## src/rtl/hysteresis_counter_pkg.sv

```systemverilog
// Shared hysteresis step rule and flush FSM states for the counter table.
// Purely combinational helpers; no latency or backpressure of their own.
package hysteresis_counter_pkg;

  localparam int unsigned HC_RANGE      = 4;
  localparam int unsigned HC_COERCIVITY = 1;

  typedef enum logic {
    IDLE  = 1'b0,
    FLUSH = 1'b1
  } flush_state_t;

  // Crossing the midpoint jumps by COERCIVITY so a single opposing event cannot flip the prediction.
  function automatic int unsigned hysteresis_next(
    input int unsigned count,
    input logic        inc,
    input logic        dec,
    input int unsigned range      = HC_RANGE,
    input int unsigned coercivity = HC_COERCIVITY
  );
    int unsigned half_low;
    int unsigned half_high;
    int unsigned result;
    half_low  = range / 2 - 1;
    half_high = range / 2;
    result    = count;
    if (inc && !dec && count != range - 1) begin
      result = (count == half_low) ? half_high + coercivity : count + 1;
    end else if (dec && !inc && count != 0) begin
      result = (count == half_high) ? half_low - coercivity : count - 1;
    end
    return result;
  endfunction

endpackage

```

## src/rtl/hysteresis_counter_array.sv

```systemverilog
// Table of hysteresis counters with one read and one update port; reads return one cycle later, write-first.
// ready drops for exactly DEPTH cycles during a walking flush; requests offered while not ready are dropped.
module hysteresis_counter_array
  import hysteresis_counter_pkg::*;
#(
  parameter  int unsigned DEPTH       = 16,
  parameter  int unsigned RANGE       = 4,
  parameter  int unsigned RESET_VALUE = 1,
  parameter  int unsigned COERCIVITY  = 1,
  localparam int unsigned IW          = (DEPTH <= 2) ? 1 : $clog2(DEPTH),
  localparam int unsigned W           = $clog2(RANGE)
) (
  input  logic          clock,
  input  logic          reset,
  input  logic          clear,
  output logic          ready,
  input  logic          read_enable,
  input  logic [IW-1:0] read_index,
  output logic          read_valid,
  output logic [W-1:0]  read_count,
  output logic          read_prediction,
  input  logic          update_enable,
  input  logic [IW-1:0] update_index,
  input  logic          update_increment,
  input  logic          update_decrement
);

  localparam logic [W-1:0]  RESET_VALUE_W = W'(RESET_VALUE);
  localparam logic [W-1:0]  HALF_HIGH_W   = W'(RANGE / 2);
  localparam logic [IW:0]   DEPTH_EXT     = (IW + 1)'(DEPTH);
  localparam logic [IW-1:0] LAST_IDX      = IW'(DEPTH - 1);

  logic [W-1:0]  entries_q [DEPTH];
  logic [W-1:0]  entries_d [DEPTH];
  flush_state_t  state_q, state_d;
  logic [IW-1:0] flush_idx_q, flush_idx_d;
  logic          read_valid_q, read_valid_d;
  logic [W-1:0]  read_count_q, read_count_d;
  logic          read_prediction_q, read_prediction_d;

  logic          update_hit;
  logic          read_hit;
  logic          read_in_range;

  assign ready           = (state_q == IDLE);
  assign read_valid      = read_valid_q;
  assign read_count      = read_count_q;
  assign read_prediction = read_prediction_q;

  assign update_hit    = update_enable && ready && ({1'b0, update_index} < DEPTH_EXT);
  assign read_hit      = read_enable && ready;
  assign read_in_range = ({1'b0, read_index} < DEPTH_EXT);

  always_comb begin
    entries_d = entries_q;
    if (update_hit) begin
      entries_d[update_index] = W'(hysteresis_next(32'(entries_q[update_index]),
                                                   update_increment, update_decrement,
                                                   RANGE, COERCIVITY));
    end
    if (state_q == FLUSH) begin
      entries_d[flush_idx_q] = RESET_VALUE_W;
    end
  end

  // Read sees entries_d so an update to the same index in the same cycle is visible.
  always_comb begin
    read_valid_d      = 1'b0;
    read_count_d      = read_count_q;
    read_prediction_d = read_prediction_q;
    if (read_hit) begin
      read_valid_d      = 1'b1;
      read_count_d      = read_in_range ? entries_d[read_index] : RESET_VALUE_W;
      read_prediction_d = (read_count_d >= HALF_HIGH_W);
    end
  end

  always_comb begin
    state_d     = state_q;
    flush_idx_d = flush_idx_q;
    unique case (state_q)
      IDLE: begin
        if (clear) begin
          state_d     = FLUSH;
          flush_idx_d = '0;
        end
      end
      FLUSH: begin
        flush_idx_d = flush_idx_q + IW'(1);
        if (flush_idx_q == LAST_IDX) begin
          state_d     = IDLE;
          flush_idx_d = '0;
        end
      end
      default: state_d = IDLE;
    endcase
  end

  always_ff @(posedge clock) begin
    if (reset) begin
      for (int i = 0; i < int'(DEPTH); i++) begin
        entries_q[i] <= RESET_VALUE_W;
      end
      state_q           <= IDLE;
      flush_idx_q       <= '0;
      read_valid_q      <= 1'b0;
      read_count_q      <= '0;
      read_prediction_q <= 1'b0;
    end else begin
      for (int i = 0; i < int'(DEPTH); i++) begin
        entries_q[i] <= entries_d[i];
      end
      state_q           <= state_d;
      flush_idx_q       <= flush_idx_d;
      read_valid_q      <= read_valid_d;
      read_count_q      <= read_count_d;
      read_prediction_q <= read_prediction_d;
    end
  end

endmodule
```

## config.mk

```make
export PLATFORM = sky130hd
export DESIGN_NAME = hysteresis_counter_array
export DESIGN_NICKNAME = d
export VERILOG_FILES = /design/src/rtl/hysteresis_counter_pkg.sv /design/src/rtl/hysteresis_counter_array.sv
export SDC_FILE = /design/constraint.sdc
export NUM_CORES = 1
export LEC_CHECK = 0
export CAP_MARGIN = 20
export CORE_ASPECT_RATIO = 1.2
export CORE_MARGIN = 2
export CORE_UTILIZATION = 59
export DETAILED_ROUTE_END_ITERATION = 8
export PLACE_DENSITY = 0.87
export SETUP_SLACK_MARGIN = 0.4
export SLEW_MARGIN = 20
export SYNTH_ARGS = -nofsm -noshare
export SYNTH_HDL_FRONTEND = slang
export SYNTH_SLANG_ARGS = --single-unit
```

## constraint.sdc

```tcl
create_clock -name clock -period 5.55 [get_ports clock]
set_input_delay 0.8325 -clock clock [delete_from_list [all_inputs] [get_ports clock]]
set_output_delay 0.8325 -clock clock [all_outputs]
set_load 0.01 [all_outputs]
```

# Word-level counts from Yosys, hierarchy flattened
# Cells that the tools add are included.
[word_totals] ff_bits=41 inputBits=15 output_inout_bits=5 word_cells=78
[op_classes] addsub=3 order_cmp=6 eq_ne=5 mux=25 bitwise=7 reduce_logical=11
[op_table] cell="$mux 32" count=2
[op_table] cell="$bwmux 32" count=1
[op_table] cell="$mux 2" count=11
[op_table] cell="$and 16x16->16" count=1
[op_table] cell="$bmux 2 s4" count=2
[op_table] cell="$demux 2 s4" count=2
[op_table] cell="$not 16->16" count=1
[op_table] cell="$or 16x16->16" count=1
[op_table] cell="$ge 5x5->1 const B" count=3
[op_table] cell="$not 4->5" count=3
[op_table] cell="$lt 5x1->1 const B" count=2
[op_table] cell="$logic_and 1x1->1" count=8
[op_table] cell="$mux 4" count=2
[op_table] cell="$pmux 4 s2" count=1
[op_table] cell="$add 4x1->4 const B" count=1
[op_table] cell="$eq 4x4->1 const B" count=1
[op_table] cell="$ne 2x2->1 const B" count=2
[op_table] cell="$mux 1" count=3
[op_table] cell="$add 2x1->2 const B" count=1
[op_table] cell="$eq 2x1->1 const B" count=1
[op_table] cell="$eq 2x2->1 const B" count=1
[op_table] cell="$ge 2x2->1 const B" count=1
[op_table] cell="$logic_not 1->1" count=2
[op_table] cell="$pmux 1 s2" count=1
[op_table] cell="other kinds (3)" count=3

# Logic depth before layout (Yosys ltp)
[depth] ltp_word=17 ltp_mapped=18

# Worst setup path before layout
# OpenSTA, ideal clock, no wires.
[synth_path] path_kind="input to register" from="input update_index[3]" to="register read_count_q[0], in the netlist read_count[0]" setup_time_ns=0.088 t_arrival_ns=4.233 required_ns=5.462 setup_slack_ns=1.229 cell_stages=18 n_path_buf=3 path_cell_list="clkbuf_1 clkbuf_1 mux2i_1 a22oi_1 nand3_1 o21a_1 inv_1 ha_1 nor2_1 nand2_1 a221o_1 or2_1 buf_6 a21oi_1 nor2_1 mux4_2 and4b_1 nor4_2"
[synth_via] elab_chain_cells=16
[synth_rtl] element="from (decl)" line_no="hysteresis_counter_array.sv:23" source="input logic [IW-1:0] update_index,"
[synth_rtl] element="$not 4->5 (implied by the code) (*)" line_no="hysteresis_counter_array.sv:57" source="entries_d[update_index] = W'(hysteresis_next(32'(entries_q[update_index]),"
[synth_rtl] element="$bmux 2 s4" line_no="hysteresis_counter_array.sv:57"
[synth_rtl] element="$mux 2 (implied by the code) (2 in series)" line_no="hysteresis_counter_array.sv:57"
[synth_rtl] element="$sub 2x1->2 (tied with other cells)" line_no="hysteresis_counter_pkg.sv:30" source="result = (count == half_high) ? half_low - coercivity : count - 1;"
[synth_rtl] element="$mux 2 or $logic_and 1x1->1 (tied branches)" line_no="hysteresis_counter_pkg.sv:30, hysteresis_counter_pkg.sv:29"
[synth_rtl] element="$mux 2" line_no="hysteresis_counter_pkg.sv:29" source="end else if (dec && !inc && count != 0) begin"
[synth_rtl] element="$mux 2" line_no="hysteresis_counter_pkg.sv:27" source="if (inc && !dec && count != range - 1) begin"
[synth_rtl] element="$mux 2" line_no="hysteresis_counter_array.sv:56" source="if (update_hit) begin"
[synth_rtl] element="$bwmux 32 (*)" line_no="hysteresis_counter_array.sv:57"
[synth_rtl] element="$mux 32 (*)" line_no="hysteresis_counter_array.sv:56"
[synth_rtl] element="$or 16x16->16 (no line)"
[synth_rtl] element="$mux 32 (*)" line_no="hysteresis_counter_array.sv:61" source="if (state_q == FLUSH) begin"
[synth_rtl] element="$bmux 2 s4 (*)" line_no="hysteresis_counter_array.sv:73" source="read_count_d = read_in_range ? entries_d[read_index] : RESET_VALUE_W;"
[synth_rtl] element="$mux 2 (implied by the code) (*) (2 in series)" line_no="hysteresis_counter_array.sv:73"
[synth_rtl] element="to (signal assigned)" line_no="hysteresis_counter_array.sv:116" source="read_count_q <= read_count_d;"
[synth_rtl] element="to (decl)" line_no="hysteresis_counter_array.sv:38" source="logic [W-1:0] read_count_q, read_count_d;"
# Every way passes the cells marked *; elsewhere a longest branch is shown, timed or not. The select of a mux whose other input is x is not followed.
# A chain may end at the register's enable or synchronous reset.

# Worst setup path after layout
# Ends and elaborated chain as after synthesis.

==> flow_metrics.env <==
export IMPL_status="complete, no violations"
export IMPL_io_pin_count=20
export IMPL_synth_top_family_by_area="simple AND/OR/NAND/NOR gates"
export IMPL_cp_required_ns=5.77
export IMPL_cts_sinks=40
export IMPL_r2r_cells=14
export IMPL_synthAdderAreaFrac_pct=3.16
export IMPL_diodes=0
export IMPL_coreArea_sq_um=4560
export IMPL_synth_top_cells_by_count="nor2_1, dfxtp_1, nand2_1"
export IMPL_synth_seq_cells=40
export IMPL_yosysSeqAreaShare_pct=28.9
export IMPL_gr_total_overflow=0
export IMPL_cts_setup_buffers=0
export IMPL_synth_area_leaders="dfxtp_1, mux2i_1, nor2_1"
export IMPL_hold_slack_ns=0.522
export IMPL_synth_edf_count=0
export IMPL_die_area_sq_um=5270
export IMPL_path_class="in -> reg"
export IMPL_dp_cells=416
export IMPL_synth_compound_area_share_pct=19.2
export IMPL_clkTransAtPathRegs_ns=0.08
export IMPL_finalSetupViolations=0
export IMPL_rsz0062_at_grt="false"
export IMPL_synth_area_sq_um=2770
export IMPL_end_kind="flop"
export IMPL_gp_congestion=1.02
export IMPL_finalNetCount=387
export IMPL_period_needed_ns=4.83
export IMPL_fin_crit_sh_pct=87.1
export IMPL_area_growth_pct=12.3
export IMPL_arrival_ns=5.05
export IMPL_grt_max_degree=39
export IMPL_instances_no_fill=424
export IMPL_synth_cells=355
export IMPL_cts_tree="yes"
export IMPL_clkLatencyLatePin_ns=0.30
export IMPL_p_leak_nw=1.17
export IMPL_die_y_microns=79.1
export IMPL_num_rows=27
export IMPL_holdPathStages=2
export IMPL_io_buffers=19
export IMPL_hold_buffers=0
export IMPL_finalClockSkew_ns=0.00740
export IMPL_synth_xor_area_share_pct=0
export IMPL_grt_first_pass_wirelength_mm=13.6
export IMPL_place_hpwl_mm=6.12
export IMPL_cp_max_fo=18
export IMPL_ant_nets=0
export IMPL_vias_per_cell=6.78
export IMPL_die_x_microns=66.6
export IMPL_numCtsBuffers=5
export IMPL_worstMarginPinSlew_ns=1.06
export IMPL_num_vias=2874
export IMPL_startpoint_type="input pin"
export IMPL_first_iter_violations=415
export IMPL_yosysTopAreaCell="dfxtp_1"
export IMPL_synth_nets=377
export IMPL_grt_usage_pct=34.4
export IMPL_initial_core_util_pct=60.8
export IMPL_ir_drop_uv=142
export IMPL_slew_headroom_pct=28.6
export IMPL_synth_top_area_share_pct=28.9
export IMPL_hp_class="reg -> reg"
export IMPL_synth_simple_area_share_pct=32.9
export IMPL_seqCellArea_sq_um=801
export IMPL_maxCapViolCount=0
export IMPL_drive_gt1_share_pct=7.10
export IMPL_drc=0
export IMPL_yosysWarnings=0
export IMPL_cellPowerDensity_nw_per_um2=219
export IMPL_postSynth_asyncResetShare_pct=0
export IMPL_clock_path_buffers=2
export IMPL_synth_area_per_cell_sq_um=7.81
export IMPL_ys_types=59
export IMPL_clockRootBuffer="clkbuf_8"
export IMPL_hold_viol_final=0
export IMPL_nFillCells=390
export IMPL_multiInputGateArea_sq_um=1840
export IMPL_synthMuxAreaShare_pct=10.8
export IMPL_drtPass1Iterations=5
export IMPL_post_synth_top_count_cell="nor2_1"
export IMPL_fmax_mhz=207
export IMPL_tns_ns=0
export IMPL_antenna_found_initial=0
export IMPL_drv_slew=0
export IMPL_grt_pass1_vias=2763
export IMPL_cts_htree_levels=2
export IMPL_wl_mm=8.45
export IMPL_wire_per_inst_microns=19.9
export IMPL_post_cts_resized=0
export IMPL_synth_main_ff_cell="dfxtp_1"
==> where the power goes <==
group / internal (W) / switching [W]
Clock: 0.000159 / 0.000107
Combinational: 0.0000473 / 0.0000689
Sequential: 0.000292 / 0.00000760
==> state kept, by name (all words and copies together) (netlist names) <==
signal / count
flush_idx_q: 4
read_count: 2
state_q: 1
entries_q: 32
read_valid: 1
==> kinds of logic after synthesis <==
group	count (synthesis)
mux	24
compound gates	75
buf+inv	32
fa+ha+maj	7
flops	40
simple gates	177
==> critical path, stage by stage <==
cell and delay, ns:
clkdlybuf4s50_1 0.97, mux2i_1 0.28, a22oi_1 0.12, nand3_1 0.14, o21a_1 0.17, inv_1 0.07, ha_1 0.19, nor2_1 0.23
nand2_1 0.09, a221o_1 0.39, or2_1 0.36, nor2_1 0.19, a211oi_1 0.10, mux4_2 0.49, and4b_1 0.22, nor4_2 0.20
==> metrics by stage <==
| stage | setup slack, ns | util (%) | power, W | instance area (sq um) |
|---|---|---|---|---|
| 4_1_cts | 0.777 | 68.3 | 0.000681 | 3110 |
| 6_report | 0.717 | 68.3 | 0.000682 | 3110 |
| 3_3_place_gp | 0.659 | 65.5 | 0.000416 | 2990 |
| 5_1_grt | 0.465 | 68.3 | 0.000706 | 3110 |
| 3_5_place_dp | 0.482 | 65.5 | 0.000418 | 2990 |
| 2_1_floorplan | 1.23 | - | 0.000377 | 2770 |
==> final timing paths <==
path,start,end,slack [ns]
max,update_index[3],read_count[0],0.72
min,entries_q[12],entries_q[12],0.52
max reg2reg,entries_q[28],read_count[0],1.72
min reg2reg,entries_q[12],entries_q[12],0.52
==> routing by layer <==
metal	vias to the layer above	routed length (microns)	GRT usage, %
met5	-	0	0
met3	57	784	7.65
met2	211	3930	54.6
li1	1306	-	-
met4	0	577	23.9
met1	1300	3160	40.6
==> placed cells by master (no fill, tap or decap), drive strengths merged, types with 5 or more instances in the layout <==
| cell type | netlist | final |
|---|---|---|
| nor2 | 45 | 45 |
| dfxtp | 40 | 40 |
| nand2 | 36 | 36 |
| nand3 | 19 | 19 |
| clkdlybuf4s50 | 0 | 19 |
| mux2i | 18 | 18 |
| nor2b | 15 | 15 |
| a21oi | 12 | 12 |
| nand2b | 10 | 10 |
| inv | 10 | 10 |
| o21ai | 10 | 10 |
| and2 | 7 | 7 |
| nand3b | 7 | 7 |
| ha | 7 | 7 |
| clkbuf | 16 | 7 |
| a22oi | 6 | 6 |
| and3 | 6 | 6 |
| nor3 | 6 | 6 |
| buf | 6 | 6 |
| a31oi | 5 | 5 |
| a211oi | 5 | 5 |
| or2 | 5 | 5 |
| or3 | 5 | 5 |
==> layout make-up <==
type / instances / share of cell area [%]
Multi-Input combinational cell: 283 / 59.1
Clock buffer: 7 / 3.09
Inverter: 10 / 1.21
Timing Repair Buffer: 25 / 7.55
Sequential cell: 40 / 25.7
Tap cell: 58 / 2.33
Clock inverter: 1 / 0.964
No activity file was read; power rests on OpenSTA's default activity.
